--- src/rtl/pump_pkg.sv ---
// pump_pkg: shared state encoding and fault codes for the pump sequencer
package pump_pkg;
  typedef enum logic [2:0] {IDLE, PRIME, RUN, STOP, FAULT} state_t;
  localparam logic [1:0] FC_NONE = 2'd0;
  localparam logic [1:0] FC_DRY = 2'd1;
  localparam logic [1:0] FC_NOFLOW = 2'd2;
endpackage

--- src/rtl/sync_edge.sv ---
// sync_edge: 2-FF synchronizer with a registered rising-edge pulse
module sync_edge (
  input  logic clk,
  input  logic rst_n,
  input  logic d,
  output logic level,
  output logic rise
);
  logic [2:0] sr;
  assign level = sr[1];
  always_ff @(posedge clk) begin
    if (!rst_n) begin
      sr <= '0;
      rise <= 1'b0;
    end else begin
      sr <= {sr[1:0], d};
      rise <= sr[1] & ~sr[2];
    end
  end
endmodule

--- src/rtl/pump_sequencer.sv ---
// pump_sequencer: valve/pump sequencing with volume metering and dry/no-flow faults
module pump_sequencer
  import pump_pkg::*;
#(
  parameter int PRIME_CYCLES = 1000,
  parameter int STOP_CYCLES = 500,
  parameter int NOFLOW_CYCLES = 50000,
  parameter int VOL_W = 16,
  parameter int TMR_W = 16
) (
  input  logic             clk,
  input  logic             rst_n,
  input  logic             start,
  input  logic             stop,
  input  logic [VOL_W-1:0] target,
  input  logic             flow_in,
  input  logic             level_low,
  input  logic             fault_clr,
  output logic             pump_on,
  output logic             valve_open,
  output logic             busy,
  output logic             done,
  output logic             fault,
  output logic [1:0]       fault_code,
  output logic [VOL_W-1:0] vol_count
);
  state_t state, nxt;
  logic [TMR_W-1:0] timer;
  logic [VOL_W-1:0] tgt;
  logic [1:0] code_n;
  logic aborted, done_n, abort_n, flow_ev, low_s, hit;
  logic flow_level_unused, low_rise_unused;
  sync_edge u_flow (.clk(clk), .rst_n(rst_n), .d(flow_in), .level(flow_level_unused), .rise(flow_ev));
  sync_edge u_low (.clk(clk), .rst_n(rst_n), .d(level_low), .level(low_s), .rise(low_rise_unused));
  wire prime_end = timer == TMR_W'(PRIME_CYCLES - 1);
  wire stop_end = timer == TMR_W'(STOP_CYCLES - 1);
  // a pulse arriving on the last no-flow clock still counts as flow
  wire noflow_end = !flow_ev && timer == TMR_W'(NOFLOW_CYCLES - 1);
  assign hit = flow_ev && ({1'b0, vol_count} + 1'b1 == {1'b0, tgt});
  always_comb begin
    nxt = state;
    code_n = fault_code;
    done_n = 1'b0;
    abort_n = 1'b0;
    case (state)
      IDLE: if (start) begin
        nxt = low_s ? FAULT : (target == '0 ? IDLE : PRIME);
        code_n = low_s ? FC_DRY : fault_code;
        done_n = !low_s && target == '0;
      end
      PRIME: begin
        nxt = low_s ? FAULT : stop ? IDLE : prime_end ? RUN : PRIME;
        code_n = low_s ? FC_DRY : fault_code;
      end
      RUN: begin
        nxt = low_s ? FAULT : (hit || stop) ? STOP : noflow_end ? FAULT : RUN;
        code_n = low_s ? FC_DRY : (!hit && !stop && noflow_end) ? FC_NOFLOW : fault_code;
        abort_n = !low_s && !hit && stop;
      end
      STOP: begin
        nxt = stop_end ? IDLE : STOP;
        done_n = stop_end && !aborted;
      end
      FAULT: begin
        nxt = fault_clr ? IDLE : FAULT;
        code_n = fault_clr ? FC_NONE : fault_code;
      end
      default: nxt = IDLE;
    endcase
  end
  always_ff @(posedge clk) begin
    if (!rst_n) begin
      state <= IDLE;
      timer <= '0;
      tgt <= '0;
      vol_count <= '0;
      aborted <= 1'b0;
      fault_code <= FC_NONE;
      pump_on <= 1'b0;
      valve_open <= 1'b0;
      busy <= 1'b0;
      done <= 1'b0;
      fault <= 1'b0;
    end else begin
      state <= nxt;
      fault_code <= code_n;
      done <= done_n;
      pump_on <= nxt == RUN;
      valve_open <= nxt inside {PRIME, RUN, STOP};
      busy <= nxt inside {PRIME, RUN, STOP};
      fault <= nxt == FAULT;
      timer <= (nxt != state || !busy || (state == RUN && flow_ev)) ? '0 : timer + 1'b1;
      if (state == IDLE && start && !low_s) begin
        tgt <= target;
        vol_count <= '0;
        aborted <= 1'b0;
      end else if (flow_ev && (state == RUN || state == STOP) && vol_count != '1)
        vol_count <= vol_count + 1'b1;
      if (abort_n) aborted <= 1'b1;
    end
  end
endmodule

--- config.mk ---
export PLATFORM = sky130hd
export DESIGN_NAME = pump_sequencer
export DESIGN_NICKNAME = d
export VERILOG_FILES = /design/src/rtl/pump_pkg.sv /design/src/rtl/sync_edge.sv /design/src/rtl/pump_sequencer.sv
export SDC_FILE = /design/constraint.sdc
export NUM_CORES = 1
export LEC_CHECK = 0
export CORE_MARGIN = 5
export CORE_UTILIZATION = 54
export DETAILED_ROUTE_END_ITERATION = 8
export DONT_BUFFER_PORTS = 1
export PLACE_DENSITY = 0.71
export SLEW_MARGIN = 20
export SYNTH_ARGS = -nofsm -noshare
export SYNTH_HDL_FRONTEND = slang
export SYNTH_SLANG_ARGS = --single-unit
--- constraint.sdc ---
create_clock -name clk -period 2.8 [get_ports clk]
set_input_delay 0.56 -clock clk [delete_from_list [all_inputs] [get_ports clk]]
set_output_delay 0.56 -clock clk [all_outputs]
set_load 0.02 [all_outputs]
* Word level (Yosys, flattened, before mapping)
Cells that the tools add are included.
W data, S select, Z words.
** Operators by class
- Add/sub/neg operators :: 3
- Eq/ne operators :: 17
- Muxes and demuxes :: 23
- Bitwise operators :: 3
- Reduce and logical (&&, ||, !) cells :: 31
** Operators with widths (count)
- $add A16 B1 Y16 const B :: 2
- $mux W3 :: 7
- $add A16 B1 Y17 const B :: 1
- $eq A17 B16 Y1 :: 1
- $eq A16 B10 Y1 const B :: 1
- $eq A16 B16 Y1 const B :: 1
- $eq A16 B9 Y1 const B :: 1
- $logic_not A16 Y1 :: 1
- $mux W2 :: 8
- $ne A16 B16 Y1 const B :: 1
- $pmux W3 S5 :: 1
- $logic_and A1 B1 Y1 :: 13
- $eq A3 B2 Y1 const B :: 4
- $pmux W2 S4 :: 1
- $eq A3 B1 Y1 const B :: 2
- $eq A3 B3 Y1 const B :: 2
- $logic_not A1 Y1 :: 6
- $mux W1 :: 5
- $logic_or A1 B1 Y1 :: 4
- $ne A2 B2 Y1 const B :: 2
- $reduce_and A4 Y1 :: 1
- $reduce_bool A4 Y1 :: 1
- $reduce_or A2 Y1 :: 2
- $logic_not A3 Y1 :: 1
- 7 further kinds :: 8
** Word-level totals
- Register bits after elaboration :: 64
- Input port bits :: 23
- Output and inout port bits :: 23
- Logic and storage cells :: 90

* Longest topological paths before layout
Gate-level depths: netlist of run 1.
- Depth after elaboration :: 11
- Gate-level depth with buffers :: 9

* Cells and area by module
Synthesis of run 1 repeated with hierarchy kept, for this count alone.
** Second synthesis, totals
- Cell total of the unflattened synthesis :: 401
- Area, all modules :: 3347.0 um^2
** By module, submodules not included
- pump_sequencer :: instances 1, cells an instance 385, area an instance 3124.2 um^2, seq. area each 1161.1 um^2
- sync_edge :: instances 2, cells an instance 8, area an instance 111.4 um^2, seq. area each 80.1 um^2

* Worst setup path after synthesis of run 1
OpenSTA, ideal clock, no wires.
- Kind :: flip-flop to flip-flop
- Start :: reg vol_count[0]
- End :: reg timer[0]
- Setup time :: 0.121 ns
- Data arrival time :: 2.542 ns
- Required time :: 2.679 ns
- Setup slack :: 0.137 ns
- Stages on the path, launching flop included :: 9
- Buffers on the path :: 1
- Period minus slack after synthesis :: 2.663 ns
- Cell sequence :: dfxtp_1 -> ha_1 -> xor2_1 -> a2111oi_2 -> o211ai_1 -> a2111o_1 -> nor4_4 -> buf_6 -> o22ai_1
** Between the ends
- Longest elaborated chain between the ends :: 11
** RTL lines
- start, declared :: RTL line pump_sequencer.sv:25 : output logic [VOL_W-1:0] vol_count
- start signal, assigned :: RTL line pump_sequencer.sv:98 : vol_count <= vol_count + 1'b1;
- $add A16 B1 Y17 :: RTL line pump_sequencer.sv:39 : assign hit = flow_ev && ({1'b0, vol_count} + 1'b1 == {1'b0, tgt});
- $eq A17 B16 Y1 :: RTL line pump_sequencer.sv:39
- $logic_and A1 B1 Y1 :: RTL line pump_sequencer.sv:39
- $logic_or A1 B1 Y1 :: RTL line pump_sequencer.sv:56 : nxt = low_s ? FAULT : (hit || stop) ? STOP : noflow_end ? FAULT : RUN;
- $mux W3 (2 in a row) :: RTL line pump_sequencer.sv:56
- $pmux W3 S5 :: RTL line pump_sequencer.sv:45 : case (state)
- $ne A3 B3 Y1 :: RTL line pump_sequencer.sv:92 : timer <= (nxt != state || !busy || (state == RUN && flow_ev)) ? '0 : timer + 1'b1;
- $logic_or A1 B1 Y1 (2 in a row) :: RTL line pump_sequencer.sv:92
- $reduce_or A2 Y1 (no source line)
- end signal, assigned :: RTL line pump_sequencer.sv:92
- end, declared :: RTL line pump_sequencer.sv:28 : logic [TMR_W-1:0] timer;
Every way passes these cells.
A chain may end at the register's enable or synchronous reset.

* Worst setup path in the final report of run 1
- Start :: reg timer[0]
- End :: reg timer[14]
** Between the ends
- Longest elaborated chain between the ends :: 10
- Elaborated cells between the ends (all ways) :: 17
- Classes of those cells :: add/sub: 1; eq/ne: 4; mux: 8; reduce/logical: 4
** RTL lines
- $eq A16 B16 Y1 :: RTL line pump_sequencer.sv:38 : wire noflow_end = !flow_ev && timer == TMR_W'(NOFLOW_CYCLES - 1);
- $logic_and A1 B1 Y1 :: RTL line pump_sequencer.sv:38
- $mux W3 (3 in a row) :: RTL line pump_sequencer.sv:56
- $pmux W3 S5 :: RTL line pump_sequencer.sv:45
- $ne A3 B3 Y1 :: RTL line pump_sequencer.sv:92
- $logic_or A1 B1 Y1 (2 in a row) :: RTL line pump_sequencer.sv:92
- $reduce_or A2 Y1 (no source line)
Several ways; a longest one is shown, not always the timed one.

==> results.tsv, run 1 <==
stage	metric	value	unit
logic_synthesis	Yosys warnings	0	
detailed_routing	WL per Instance	18.43	um
logic_synthesis	main flop type after synthesis	dfxtp_1	
detailed_routing	WL final	9583	um
sta	slew margin rel.	36.81	%
layout	layout cell share with drive strength beyond 1	10.91	%
clock_tree	# Post-CTS Setup Buffers	0	
detailed_routing	initial DRC count	184	
floorplan	boundary pin count	46	
sta	Final setup viols	0	
clock_tree	Num CTS Buffers	9	
critical_path	Setup CP Type	reg2reg	
critical_path	CP max stage delay	0.55	ns
layout	Final #Nets	460	
logic_synthesis	Netlist cell types	63	
sta	f_max	375.2	MHz
sta	Slew Viols, Final	0	
detailed_routing	Initial DRT Pass Iterations	6	
hold_path	worst-case hold path end point	u_low.sr[0]	
layout	fin area	4026	um2
global_routing	vias in the first global route	3148	
critical_path	critical path arrival	2.89	ns
detailed_routing	# DRC	0	
logic_synthesis	number of synthesized flops with an enable pin	0	
logic_synthesis	post-synthesis register bit count	64	
clock_tree	CTS tree	built	
floorplan	Die ar.	8547	um2
hold_path	Hold Crit Depth	1	
clock_tree	clk slew on worst S/H paths	0.07	ns
clock_tree	H-tree Lvls	3	
sta	worst-margin pin slew	0.9443	ns
logic_synthesis	register area share after synthesis	34.90	%
hold_path	Hold Startpoint	rst_n	
clock_tree	maximum buffer depth of the clock tree	2	
sta	final worst slack	0.1346	ns
sta	Setup TNS Final	0	ns
layout	most frequent cells in the layout	dfxtp_1 (64), nor2_1 (49), xnor2_1 (35)	
logic_synthesis	Async S/R FF share, synth	0	%
detailed_routing	Antenna Violating Nets Remaining	0	
pwr	Pleak	0.001445	uW
place	Area after DPL	3776	um2
layout	ANT cells	0	
critical_path	Bufs and invs on worst path	1	
critical_path	CP Capture Type	flip-flop	
clock_tree	Clock Tree Root	clkbuf_8	
floorplan	Die H	92.45	um
clock_tree	# resized after CTS	0	
global_routing	first-pass GRT wire length	15770	um
logic_synthesis	Mapped Avg Cell Area	8.401	um2
sta	post-route minimum period	2.665	ns
sta	Final Skew	0.008063	ns
floorplan	Cell Rows	30	
pwr	maximum vdd ir drop	0.2678	mV
detailed_routing	Vias	3322	
pwr	Power Dens Cells	526.9	nW/um2
hold_path	min-delay worst type	in2reg	
clock_tree	clk_lat worst skew	0.35	ns
sta	unrepaired setup endpoints after global routing	no	
critical_path	reg2reg end	timer[14]	
status	status	complete, no violations	
floorplan	CORE AREA	6719	um2
critical_path	worst-path fanout max	11	
global_routing	largest net degree at the start of global routing	21	
floorplan	Initial Util	54.64	%
clock_tree	hold_buf cts	0	
detailed_routing	Vias/cell	6.388	
run	max_cap viols	0	
place	number of buffers added on ports	0	
critical_path	Slowest-stage cell, CP	a221o_1	
critical_path	Worst setup SP type	flip-flop	
global_routing	Overflow after GRT	0	
layout	area growth from synthesis to layout	9.680	%
place	post-DP HPWL	6858	um
logic_synthesis	Post-Synthesis Cells	437	
sta	Tcrit/Tclk final	95.19	%
clock_tree	# clock sinks	64	
critical_path	crit path cell chain	ha_1 -> or4b_1 -> nor3_2 -> nand3_1 -> a221o_1 -> buf_4 -> nand4_1 -> o22ai_1	
global_routing	GRT Total Usage	22.93	%
layout	commonest non-fill, non-tap cell in the layout	dfxtp_1	
place	Setup WS pre-CTS	0.1717	ns
place	routability congestion estimate	0.9457	
critical_path	CP top delay family	simple AND/OR/NAND/NOR gates	
layout	final core area utilization	59.93	%
global_routing	antenna violations before repair	0	
critical_path	WP data required	3.03	ns
critical_path	reg2reg setup slack	0.13	ns
sta	final hold viol count	0	
critical_path	Reg2Reg Depth	8	
logic_synthesis	Post-Syn Nets	462	
critical_path	Critical R2R Launch	timer[0]	
floorplan	Die W	92.45	um
logic_synthesis	Cell Area, Synth	3671	um2
-- cells in the mapped netlist (9+ instances only) --
master     n  area [um2]
a21oi_1   10       50.05
and3_1    12       75.07
buf_2     11       55.05
clkbuf_1  20       75.07
dfxtp_1   64        1281
mux2i_1   19       190.2
nand2_1   21       78.83
nand3_1   23       115.1
nand4_1   19       118.9
nor2_1    49       183.9
nor3_1    15       75.07
nor4_1    10       62.56
xnor2_1   35       306.5
xor2_1     9       78.83
-- how the worst max path moves through the flow --
stage,start,end,slack [ns],depth (start not counted)
2_1_floorplan,vol_count[0],timer[0],0.14,8
3_3_place_gp,timer[0],timer[4],0.26,7
3_5_place_dp,timer[0],timer[13],0.17,7
4_1_cts,timer[0],timer[5],0.16,7
5_1_grt,timer[0],timer[14],0.02,8
6_report,timer[0],timer[14],0.13,8
-- layer usage --
layer	track usage, %	up-vias	part of all wire (%)
li1	-	1594	-
met1	28.56	1584	43
met2	37.76	132	48
met3	6.418	12	7.7
met4	8.292	0	1.3
met5	0	-	0
-- worst register-to-register path: stages, from the launching register on --
cell	delay [ns]
dfxtp_1	0.40
ha_1	0.24
or4b_1	0.46
nor3_2	0.28
nand3_1	0.18
a221o_1	0.55
buf_4	0.26
nand4_1	0.10
o22ai_1	0.08
-- cell families (layout without fill, tap and decap cells) --
group	count (synthesis)	after routing	synth area share, %
compound gates	64	64	12.75
xor+xnor	44	44	10.50
fa+ha+maj	3	3	0.9542
buf+inv	41	44	4.976
flops	64	64	34.90
mux	19	19	5.181
simple gates	202	202	30.74
-- area by class of cell --
class	instances	area (um2)
flip-flops and latches	64	1281
multi-input cells	332	2212
repair buffers	22	165.2
well taps	80	100.1
clock buffers	11	141.4
inverters	6	22.52
fillers	602	2693
clock inverters	5	103.9
-- power by group --
group          internal (uW)  switching (uW)
Clock                    616             374
Combinational           65.6             101
Sequential               936            29.4
Total                   1620             504
-- flip-flops by register name (all words and copies together), names as in the netlist --
signal,cells
tgt,16
state,3
busy,1
done,1
fault_code,2
u_low.sr,2
u_flow.sr,3
u_flow.rise,1
pump_on,1
timer,16
vol_count,16
fault,1
aborted,1
-- per-stage QoR --
stage          power, uW  hold slack (ns)  std cells
2_1_floorplan       1116           0.3674        437
3_3_place_gp        1145           0.3718        504
3_5_place_dp        1149           0.3798        504
4_1_cts             2133           0.3209        520
5_1_grt             2204           0.3145        520
6_report            2122           0.3352        520
Power figures use the tool's default switching activity.
==> run 2: changes to the inputs <==
- CELL_PAD_IN_SITES_DETAIL_PLACEMENT: unset -> 1
- CELL_PAD_IN_SITES_GLOBAL_PLACEMENT: unset -> 1
- CORE_UTILIZATION: 54 -> 48
- PLACE_DENSITY: 0.71 -> 0.82
- REMOVE_ABC_BUFFERS: unset -> 1
==> results.tsv, run 2 (synthesis gave the netlist of run 1 again) <==
stage	metric	value	unit
status	status	complete, no violations	
global_routing	vias in the first global route	3511	
detailed_routing	# DRC	0	
clock_tree	# clock sinks	64	
clock_tree	H-tree Lvls	3	
layout	layout cell share with drive strength beyond 1	12.33	%
hold_path	Hold Crit Depth	1	
layout	Final #Nets	467	
detailed_routing	Initial DRT Pass Iterations	4	
clock_tree	maximum buffer depth of the clock tree	2	
critical_path	Reg2Reg Depth	8	
critical_path	CP max stage delay	0.34	ns
layout	final-layout fill cell count	886	
floorplan	Die ar.	9497	um2
global_routing	GRT Total Usage	23.35	%
layout	final core area utilization	55.54	%
sta	final hold viol count	0	
critical_path	critical path arrival	2.79	ns
place	post-DP HPWL	8169	um
layout	most frequent cells in the layout	dfxtp_1 (64), nor2_1 (49), xnor2_1 (35)	
critical_path	Worst setup SP type	flip-flop	
sta	Setup TNS Final	0	ns
sta	Final Skew	0.01075	ns
clock_tree	# Post-CTS Setup Buffers	0	
clock_tree	hold_buf cts	0	
clock_tree	CTS tree	built	
critical_path	Setup CP Type	reg2reg	
floorplan	Die H	97.45	um
clock_tree	Num CTS Buffers	9	
floorplan	Die W	97.45	um
sta	Slew Viols, Final	0	
critical_path	CP Capture Type	flip-flop	
global_routing	Overflow after GRT	0	
pwr	maximum vdd ir drop	0.2776	mV
hold_path	min-delay worst type	in2reg	
sta	Final setup viols	0	
critical_path	Slowest-stage cell, CP	dfxtp_1	
pwr	Power Dens Cells	498.1	nW/um2
detailed_routing	initial DRC count	201	
sta	unrepaired setup endpoints after global routing	no	
pwr	Pleak	0.001462	uW
clock_tree	# resized after CTS	0	
sta	slew margin rel.	49.57	%
place	routability congestion estimate	0.9379	
floorplan	boundary pin count	46	
sta	f_max	388.8	MHz
run	max_cap viols	0	
critical_path	crit path cell chain	ha_1 -> and3_1 -> nand4_1 -> mux2i_1 -> o2111ai_1 -> nor4_4 -> buf_4 -> o22ai_1	
layout	ANT cells	0	
clock_tree	clk_lat worst skew	0.34	ns
floorplan	Cell Rows	31	
critical_path	worst-path fanout max	19	
detailed_routing	Vias	3437	
place	number of buffers added on ports	0	
clock_tree	Clock Tree Root	clkbuf_8	
global_routing	largest net degree at the start of global routing	21	
sta	final hold slack	0.3396	ns
detailed_routing	WL per Instance	20.43	um
detailed_routing	WL final	11130	um
layout	Regs by FF count	tgt (16), timer (16), vol_count (16)	
global_routing	antenna violations before repair	0	
clock_tree	clk slew on worst S/H paths	0.07	ns
critical_path	WP data required	3.02	ns
sta	Tcrit/Tclk final	91.87	%
floorplan	CORE AREA	7331	um2
sta	worst-margin pin slew	0.7536	ns
layout	area growth from synthesis to layout	10.91	%
global_routing	first-pass GRT wire length	18150	um
detailed_routing	Vias/cell	6.306	
layout	commonest non-fill, non-tap cell in the layout	dfxtp_1	
detailed_routing	Antenna Violating Nets Remaining	0	
floorplan	Initial Util	50.08	%
sta	post-route minimum period	2.572	ns
## run 2: cell types whose count changed in the layout (fill, tap and decap cells not counted), sizes merged
cell / change
buf: +7
clkbuf: -1
clkinvlp: +1
bufinv: -1
## run 2: area by class of cell
class / instances / area, um2 / share of cell area (%)
Multi-Input combinational cell: 332 / 2207 / 54.21
Clock inverter: 5 / 81.33 / 1.998
Clock buffer: 10 / 137.6 / 3.380
Inverter: 6 / 22.52 / 0.5532
Tap cell: 99 / 123.9 / 3.042
Timing Repair Buffer: 29 / 217.7 / 5.347
Sequential cell: 64 / 1281 / 31.47
## run 2: report_power, final
group,internal (uW),switching [uW]
Clock,521,366
Combinational,68.3,104
Sequential,935,32.9
Total,1520,504
## run 2: per-stage QoR
step	power, uW	cell area, um2	setup WS [ns]	cells
floorplan	1103	3511	0.03374	402
global placement	1150	3852	0.3708	530
detailed placement	1159	3852	0.2532	530
finish	2028	4071	0.2277	545
global route	2104	4071	0.04904	545
CTS	2045	4071	0.2254	545
## run 2: layer usage
metal  routed length [um]  GRT usage, %  part of all wire [%]
met1                 4440         26.69                    40
met3                  790         7.179                   7.1
met5                    0             0                     0
met4                  273         8.839                   2.5
met2                 5627         40.64                    51
## run 2: path summary, 6_finish.rpt
kind,start,end,slack [ns]
setup / recovery,vol_count[1],timer[6],0.23
setup reg to reg,vol_count[1],timer[6],0.23
hold reg to reg,u_flow.sr[2],u_flow.rise,0.39
hold / removal,rst_n,u_low.sr[0],0.34
## run 2: worst max-delay path: cells and delay by family, from the launching register on
family | cells | cell delay [ns]
fa+ha+maj | 1 | 0.26
simple gates | 3 | 0.90
compound gates | 2 | 0.36
flops | 1 | 0.34
buf+inv | 1 | 0.28
mux | 1 | 0.30
